$ cat src/rtl/muldiv_if.sv
// Decoder <-> multiply/divide sequencer handshake.
// The decoder side (master) issues one operation with start and may squash it
// with flush; the sequencer side (slave) holds the pipeline with stall and
// returns a registered result qualified by a one-cycle done pulse.
interface muldiv_if #(
    parameter int WIDTH = 32
) ();
    logic             start;
    logic [2:0]       funct3;
    logic [WIDTH-1:0] a;
    logic [WIDTH-1:0] b;
    logic             flush;
    logic             stall;
    logic             done;
    logic [WIDTH-1:0] result;

    modport master (
        output start, funct3, a, b, flush,
        input  stall, done, result
    );

    modport slave (
        input  start, funct3, a, b, flush,
        output stall, done, result
    );
endinterface

$ cat src/rtl/muldiv_ctrl.sv
// RV32M multi-cycle multiply/divide sequencer.
// Every op runs for exactly WIDTH iterations on operand magnitudes (radix-2
// shift-add multiply or restoring divide), then one fix-up cycle applies the
// sign correction and selects the result half. Fixed latency keeps the CPU
// hazard logic trivial: done always arrives WIDTH+2 cycles after start.
module muldiv_ctrl #(
    parameter int WIDTH = 32
) (
    input  logic     clk,
    input  logic     rst,
    muldiv_if.slave  bus
);
    localparam int CNT_W = $clog2(WIDTH + 1);

    typedef enum logic [1:0] {S_IDLE, S_RUN, S_FIX, S_DONE} state_t;

    state_t             r_state;
    state_t             w_next;
    logic [CNT_W-1:0]   r_cnt;
    logic [2:0]         r_op;
    logic               r_neg_mul;
    logic               r_neg_quo;
    logic               r_neg_rem;
    logic [2*WIDTH-1:0] r_acc;
    logic [WIDTH-1:0]   r_opb;
    logic [WIDTH-1:0]   r_result;

    logic               w_accept;
    logic               w_sa;
    logic               w_sb;
    logic [WIDTH:0]     w_mul_sum;
    logic [2*WIDTH-1:0] w_mul_step;
    logic [WIDTH:0]     w_div_shift;
    logic [WIDTH:0]     w_div_diff;
    logic [2*WIDTH-1:0] w_div_step;
    logic [2*WIDTH-1:0] w_prod;
    logic [WIDTH-1:0]   w_quo;
    logic [WIDTH-1:0]   w_rem;
    logic [WIDTH-1:0]   w_fix;

    function automatic logic [WIDTH-1:0] neg_if(input logic [WIDTH-1:0] v, input logic en);
        return en ? -v : v;
    endfunction

    function automatic logic [2*WIDTH-1:0] neg2_if(input logic [2*WIDTH-1:0] v, input logic en);
        return en ? -v : v;
    endfunction

    assign w_accept = (r_state == S_IDLE) && bus.start && !bus.flush && !rst;

    // Operand signs only matter for the signed flavours: MULH/DIV/REM treat both
    // operands as signed, MULHSU only rs1. MUL's low half is sign-agnostic.
    assign w_sa = bus.a[WIDTH-1] && ((bus.funct3 == 3'b001) || (bus.funct3 == 3'b010) ||
                                     (bus.funct3 == 3'b100) || (bus.funct3 == 3'b110));
    assign w_sb = bus.b[WIDTH-1] && ((bus.funct3 == 3'b001) || (bus.funct3 == 3'b100) ||
                                     (bus.funct3 == 3'b110));

    // Multiply step: acc = {partial product, remaining multiplier bits}.
    // The carry out of the add becomes the new top bit after the right shift.
    assign w_mul_sum  = {1'b0, r_acc[2*WIDTH-1:WIDTH]} +
                        {1'b0, (r_acc[0] ? r_opb : {WIDTH{1'b0}})};
    assign w_mul_step = {w_mul_sum, r_acc[WIDTH-1:1]};

    // Divide step: acc = {remainder, dividend/quotient}. A zero divisor always
    // "succeeds", giving an all-ones quotient and remainder = dividend for free.
    assign w_div_shift = {r_acc[2*WIDTH-1:WIDTH], r_acc[WIDTH-1]};
    assign w_div_diff  = w_div_shift - {1'b0, r_opb};
    assign w_div_step  = w_div_diff[WIDTH]
                       ? {w_div_shift[WIDTH-1:0], r_acc[WIDTH-2:0], 1'b0}
                       : {w_div_diff[WIDTH-1:0],  r_acc[WIDTH-2:0], 1'b1};

    assign w_prod = neg2_if(r_acc, r_neg_mul);
    assign w_quo  = neg_if(r_acc[WIDTH-1:0], r_neg_quo);
    assign w_rem  = neg_if(r_acc[2*WIDTH-1:WIDTH], r_neg_rem);

    // Result selection during the fix-up cycle.
    always_comb begin
        w_fix = w_prod[WIDTH-1:0];
        case (r_op)
            3'b000:                 w_fix = w_prod[WIDTH-1:0];
            3'b001, 3'b010, 3'b011: w_fix = w_prod[2*WIDTH-1:WIDTH];
            3'b100, 3'b101:         w_fix = w_quo;
            default:                w_fix = w_rem;
        endcase
    end

    // Next-state logic; flush squashes RUN/FIX but never a DONE already reached.
    always_comb begin
        w_next = r_state;
        case (r_state)
            S_IDLE:  if (bus.start && !bus.flush) w_next = S_RUN;
            S_RUN:   if (bus.flush) w_next = S_IDLE;
                     else if (r_cnt == CNT_W'(1)) w_next = S_FIX;
            S_FIX:   w_next = bus.flush ? S_IDLE : S_DONE;
            default: w_next = S_IDLE;
        endcase
    end

    // Control state: FSM, iteration counter and the architecturally visible result.
    always_ff @(posedge clk) begin
        if (rst) begin
            r_state  <= S_IDLE;
            r_cnt    <= '0;
            r_result <= '0;
        end else begin
            r_state <= w_next;
            if (w_accept)
                r_cnt <= CNT_W'(WIDTH);
            else if (r_state == S_RUN)
                r_cnt <= r_cnt - CNT_W'(1);
            if (r_state == S_FIX && !bus.flush)
                r_result <= w_fix;
        end
    end

    // Datapath: capture magnitudes and sign-fix flags on accept, iterate in RUN.
    always_ff @(posedge clk) begin
        if (w_accept) begin
            r_op      <= bus.funct3;
            r_acc     <= {{WIDTH{1'b0}}, neg_if(bus.a, w_sa)};
            r_opb     <= neg_if(bus.b, w_sb);
            r_neg_mul <= w_sa ^ w_sb;
            r_neg_quo <= (w_sa ^ w_sb) && (bus.b != '0);
            r_neg_rem <= w_sa;
        end else if (r_state == S_RUN) begin
            r_acc <= r_op[2] ? w_div_step : w_mul_step;
        end
    end

    assign bus.stall  = w_accept || (r_state == S_RUN) || (r_state == S_FIX);
    assign bus.done   = (r_state == S_DONE);
    assign bus.result = r_result;

endmodule

$ cat src/flat_wrapper.sv
// flat-port wrapper written by rule: the top's interface ports become plain ports
module muldiv_ctrl_flat 
#(
    parameter int WIDTH = 32
)
  (clk, rst, bus_start, bus_funct3, bus_a, bus_b, bus_flush, bus_stall, bus_done, bus_result);
  muldiv_if #(.WIDTH(WIDTH)) bus_i ();
  input  logic clk;
  input  logic rst;
  input wire logic [$bits(bus_i.start)-1:0] bus_start;
  input wire logic [$bits(bus_i.funct3)-1:0] bus_funct3;
  input wire logic [$bits(bus_i.a)-1:0] bus_a;
  input wire logic [$bits(bus_i.b)-1:0] bus_b;
  input wire logic [$bits(bus_i.flush)-1:0] bus_flush;
  output wire logic [$bits(bus_i.stall)-1:0] bus_stall;
  output wire logic [$bits(bus_i.done)-1:0] bus_done;
  output wire logic [$bits(bus_i.result)-1:0] bus_result;
  assign bus_i.start = bus_start;
  assign bus_i.funct3 = bus_funct3;
  assign bus_i.a = bus_a;
  assign bus_i.b = bus_b;
  assign bus_i.flush = bus_flush;
  assign bus_stall = bus_i.stall;
  assign bus_done = bus_i.done;
  assign bus_result = bus_i.result;
  muldiv_ctrl #(.WIDTH(WIDTH)) u_core (.clk(clk), .rst(rst), .bus(bus_i));
endmodule
$ cat config.mk
export PLATFORM = sky130hd
export DESIGN_NAME = muldiv_ctrl_flat
export DESIGN_NICKNAME = d
export VERILOG_FILES = /design/src/rtl/muldiv_if.sv /design/src/rtl/muldiv_ctrl.sv /design/src/flat_wrapper.sv
export SDC_FILE = /design/constraint.sdc
export NUM_CORES = 1
export LEC_CHECK = 0
export CELL_PAD_IN_SITES_DETAIL_PLACEMENT = 0
export CELL_PAD_IN_SITES_GLOBAL_PLACEMENT = 2
export CORE_MARGIN = 3
export CORE_UTILIZATION = 39
export CTS_CLUSTER_DIAMETER = 30
export DETAILED_ROUTE_END_ITERATION = 10
export PLACE_DENSITY = 0.93
export SLEW_MARGIN = 20
export SYNTH_ARGS = -nofsm -noshare
export SYNTH_HDL_FRONTEND = slang
export SYNTH_SLANG_ARGS = --single-unit
$ cat constraint.sdc
create_clock -name clk -period 8 [get_ports clk]
set_clock_uncertainty 0.05 [all_clocks]
set_input_delay 1.2 -clock clk [delete_from_list [all_inputs] [get_ports clk]]
set_output_delay 1.2 -clock clk [all_outputs]
set_load 0.01 [all_outputs]
==> After elaboration in Yosys (flattened, before gate mapping) <==
Index checks and enable logic that the tools add are counted.
Widths: inputs -> output; s select.
{ "classes": {"mux": 18, "eq_ne": 15, "reduce_logical": 25, "n_addsub": 8, "bitwise": 1} }
{ "op_table": {"columns": ["cell", "count"], "rows": [
  ["$mux 32", 7],
  ["$mux 64", 3],
  ["$neg 32->32", 4],
  ["$pmux 32 s3", 1],
  ["$neg 64->64", 1],
  ["$add 32x32->33", 1],
  ["$sub 33x32->33", 1],
  ["$reduce_bool 32->1", 1],
  ["$eq 3x3->1 const B", 4],
  ["$mux 6", 2],
  ["$eq 3x2->1 const B", 3],
  ["$logic_and 1x1->1", 8],
  ["$mux 2", 4],
  ["$logic_or 1x1->1", 7],
  ["$eq 3x1->1 const B", 2],
  ["$eq 6x1->1 const B", 1],
  ["$pmux 2 s3", 1],
  ["$sub 6x1->6 const B", 1],
  ["$eq 2x2->1 const B", 2],
  ["$reduce_or 2->1", 2],
  ["$logic_not 3->1", 1],
  ["$ne 3x2->1 const B", 1],
  ["$reduce_or 3->1", 1],
  ["$eq 2x1->1 const B", 1],
  ["other kinds (6)", 7]
]} }
{ "word_totals": {"input_bits": 71, "ff_bits": 142, "wordCells": 78, "output_inout_bits": 34} }

==> Logic depth before layout (Yosys ltp) <==
{ "depth": {"ltp_word": 7, "ltp_mapped": 14, "ltp_nobuf": 12} }

==> Worst setup path before layout <==
Ideal clock, no wire load.
{ "synth_timing": {"kind": "input port to flip-flop", "from": "in bus_flush", "to": "reg u_core.r_acc[1], data pin", "path_stages": 7, "arrival_ns": 3.510, "slack_ns": 4.106, "n_path_buf": 3, "path_cell_list": "nor4b_1 nand2b_1 clkbuf_1 inv_1 clkbuf_1 buf_1 a31oi_1"} }
{ "synth_between": {"elab_chain_cells": 4} }
{ "synth_lines": {"columns": ["element", "line_no", "rtl"], "rows": [
  ["start, declared", "flat_wrapper.sv:14", "input wire logic [$bits(bus_i.flush)-1:0] bus_flush;"],
  ["$logic_not 1->1", "muldiv_ctrl.sv:49", "assign w_accept = (r_state == S_IDLE) && bus.start && !bus.flush && !rst;"],
  ["$logic_and 1x1->1 (2 in a row)", "muldiv_ctrl.sv:49", null],
  ["via u_core.w_accept", "muldiv_ctrl.sv:28", "logic w_accept;"],
  ["$mux 32", "muldiv_ctrl.sv:118", "if (w_accept) begin"],
  ["end signal, assigned", "muldiv_ctrl.sv:120", "r_acc <= {{WIDTH{1'b0}}, neg_if(bus.a, w_sa)};"],
  ["end signal, assigned", "muldiv_ctrl.sv:126", "r_acc <= r_op[2] ? w_div_step : w_mul_step;"],
  ["end, declared", "muldiv_ctrl.sv:24", "logic [2*WIDTH-1:0] r_acc;"]
]} }
The timed path passes the listed nets, and every way through them passes these cells.
A chain may end at the register's enable or synchronous reset.

==> Worst setup path after layout <==
{ "layout_timing": {"from": "in rst", "to": "out bus_stall"} }
{ "layout_between": {"elab_chain_cells": 4} }
{ "layout_lines": {"columns": ["element", "line_no", "rtl"], "rows": [
  ["start, declared", "flat_wrapper.sv:9", "input logic rst;"],
  ["$logic_not 1->1", "muldiv_ctrl.sv:49", null],
  ["$logic_and 1x1->1", "muldiv_ctrl.sv:49", null],
  ["$logic_or 1x1->1 (2 in a row)", "muldiv_ctrl.sv:130", "assign bus.stall = w_accept || (r_state == S_RUN) || (r_state == S_FIX);"],
  ["end, declared", "flat_wrapper.sv:15", "output wire logic [$bits(bus_i.stall)-1:0] bus_stall;"]
]} }
No other way between the ends.

==> key figures <==
Critical path
  – Crit. End Element: output port
  – Worst setup SP type: primary input
  – Max FO, Critical Path: 38
  – Worst Path Required: 6.75 ns
  – Cells on worst reg2reg path: 12
  – CP Capture Point: bus_stall
  – Reg2reg start: u_core.r_acc[0]
  – CP arrival: 3.10 ns
  – FF-to-FF End: u_core.bus.result[10]
  – CP Launch Point: rst
  – Flop2flop setup slack: 3.69 ns
  – CP Class: primary input to output port

CTS
  – H-tree levels: 4
  – Post-CTS Setup Inserts: 0
  – Worst skew pair latency: 0.45 ns
  – # resized after CTS: 0
  – Root buffer cell: clkbuf_16
  – CTS buffer count: 17
  – CTS tree: yes
  – Max clock buf depth: 2
  – Clock slew at reported path FFs: 0.06 ns
  – Post-CTS Hold Buffers: 0
  – TritonCTS sink count: 142

Logic synthesis
  – Post-synth EDFFs: 70
  – Yosys cell types: 81
  – #FFs+latches synth: 142
  – Area contributors post-synth: edfxtp_1 15%, dfxtp_1 11%, xnor2_1 6.9%
  – Post-synth top area cell: edfxtp_1
  – Post-Synthesis Cells: 1,765
  – Syn nets: 1,908
  – Register area share after synthesis: 0.259
  – Mapped cell area: 13,700 sq um
  – Syn_area_per_cell: 7.75 sq um
  – Post-synthesis async set-or-reset flop share: 0
  – Synth top area share: 0.154
  – Ys Warns: 0
  – Main synth FF type: dfxtp_1

Min path
  – Worst hold path class: register to register
  – Worst hold path startpoint: u_core.bus.result[16]

Final layout
  – Final core occ: 0.458
  – Antenna cells: 0
  – Commonest non-fill, non-tap cells in the layout: 182 x nand2_1, 146 x o21ai_0, 143 x nor2_1
  – Commonest non-fill, non-tap cell in the layout: nand2_1
  – Synth-to-layout area growth: 14.0%
  – Nets: 1,935
  – Share of cells above drive strength 1: 0.0504
  – Fillcell total: 3,479

Timing
  – Final hold violation count: 0
  – Crit path time final: 4.35 ns
  – Slew @ Worst Pin: 1.12 ns
  – RSZ-0062 raised after global routing: false
  – Final slew viol count: 0
  – Max_slew headroom: 0.250
  – Setup violators final: 0
  – Max Clk Rate: 230 MHz
  – Fin crit share: 0.544
  – Setup TNS: 0 ns

Detailed routing
  – Drt pass-1 iters: 5
  – DRC Markers: 0
  – Antenna-violating nets left: 0
  – Drt via density: 5.96
  – Per-cell routed wire length: 20.4 microns
  – Starting DRC count in detailed routing: 1,447
  – Final WL: 46,100 microns
  – DR vias: 13.4k

Global routing
  – Largest net degree at the start of global routing: 105
  – Congestion Overflow GR: 0
  – Vias in the first global route: 12.7k
  – Initial antenna violation count: 0
  – Global-route wire length before repair: 72,300 microns
  – Gr usage total: 0.240

Floorplanning
  – Total Die Area: 37,300 sq um
  – Die Wd: 193 microns
  – I/O pin count: 105
  – Initial Utilization: 0.402
  – Row count: 67
  – Die H: 193 microns
  – Core Region: 34,000 sq um

Pwr
  – Pwr dens: 242 nW/um^2
  – Peak supply drop: 0.000236 V
  – Leak: 0.00605 uW

Placed design
  – Post-DP HPWL: 35,000 microns
  – # port buffers: 104
  – Placer Congestion: 0.935

Status
  – Status: finished clean

Run
  – Max_cap viols: 0
## kinds of logic (layout without fill, tap and decap cells)
group                    Yosys count  after routing  synth area share
adder cells (fa/ha/maj)           72             72            0.0670
XOR/XNOR                         191            191             0.122
multiplexers                      57             57            0.0418
AND/OR/NAND/NOR                  603            603             0.216
AO/OA/AOI/OAI                    516            516             0.241
buffers and inverters            184            224            0.0525
flip-flops                       142            142             0.259
## cell usage after synthesis (8+ instances only)
cell	count
a21oi_1	131
o31ai_1	13
xor2_1	84
buf_2	9
nand2_1	182
a22oi_1	11
buf_1	8
and3_1	12
and2_1	14
or2_2	13
nand2b_1	21
nor3_1	58
o211ai_1	16
ha_1	70
a221oi_1	10
o21ai_0	146
a211oi_1	22
nor2_1	143
a21o_1	34
nand3b_1	8
o41ai_1	13
o221ai_1	14
o22ai_1	9
clkbuf_1	97
o21a_1	10
nor2b_1	13
xnor2_1	107
or3_1	17
inv_1	67
nor4_1	24
or4_1	12
o21ai_1	10
nand4_1	16
nand3_1	42
a31oi_1	9
edfxtp_1	70
mux2i_1	56
dfxtp_1	72
## stage by stage
stage / std cells / area (sq um) / hold slack (ns) / total power [uW] / setup WS (ns)
global route: 2253 / 15600 / 0.421 / 4000 / 3.35
finish: 2253 / 15600 / 0.403 / 3770 / 3.65
detailed placement: 2221 / 15000 / 0.399 / 2870 / 3.66
CTS: 2253 / 15600 / 0.409 / 3750 / 3.65
global placement: 2221 / 15000 / 0.394 / 2860 / 3.66
floorplan: 1765 / 13700 / 0.426 / 2360 / 4.11
## worst min-delay path by stage
stage	endpoint	slack (ns)	cells past startpoint
3_5_place_dp	u_core.bus.result[26]	0.40	2
3_3_place_gp	u_core.bus.result[21]	0.39	2
2_1_floorplan	u_core.bus.result[7]	0.43	2
4_1_cts	u_core.bus.result[26]	0.41	2
6_report	u_core.bus.result[16]	0.40	2
5_1_grt	u_core.bus.result[22]	0.42	2
## flip-flops by register name, indices dropped and copies added (netlist names)
name               count
u_core.r_cnt           6
u_core.bus.result     32
u_core.r_op            3
u_core.r_acc          64
u_core.r_neg_mul       1
u_core.r_neg_quo       1
u_core.r_opb          32
u_core.r_state         2
u_core.r_neg_rem       1
## power by group
| group | switching [uW] | internal (uW) |
|---|---|---|
| combinational | 1060 | 754 |
| clock | 362 | 502 |
| sequential | 240 | 855 |
## critical path, stage by stage
cell and delay [ns]:
clkdlybuf4s50_1 0.46, buf_4 0.37, nand2b_1 0.16, buf_4 0.27, nand3_1 0.12, clkdlybuf4s50_1 0.51
## final cells by class
type | instances | area [sq um] | share of cell area
multi-input combinational | 1439 | 9410 | 0.604
clock inverter | 15 | 199 | 0.0128
timing repair buffer | 125 | 1200 | 0.0769
clock buffer | 17 | 425 | 0.0273
tap | 448 | 561 | 0.0359
sequential | 142 | 3540 | 0.227
inverter | 67 | 253 | 0.0162
## per-layer routing
layer	track usage	routed length, microns
met1	0.357	22600
met2	0.348	18900
met3	0.0365	2990
met4	0.0932	1560
met5	0	0
Note: power is estimated with default switching activity, not from simulation.
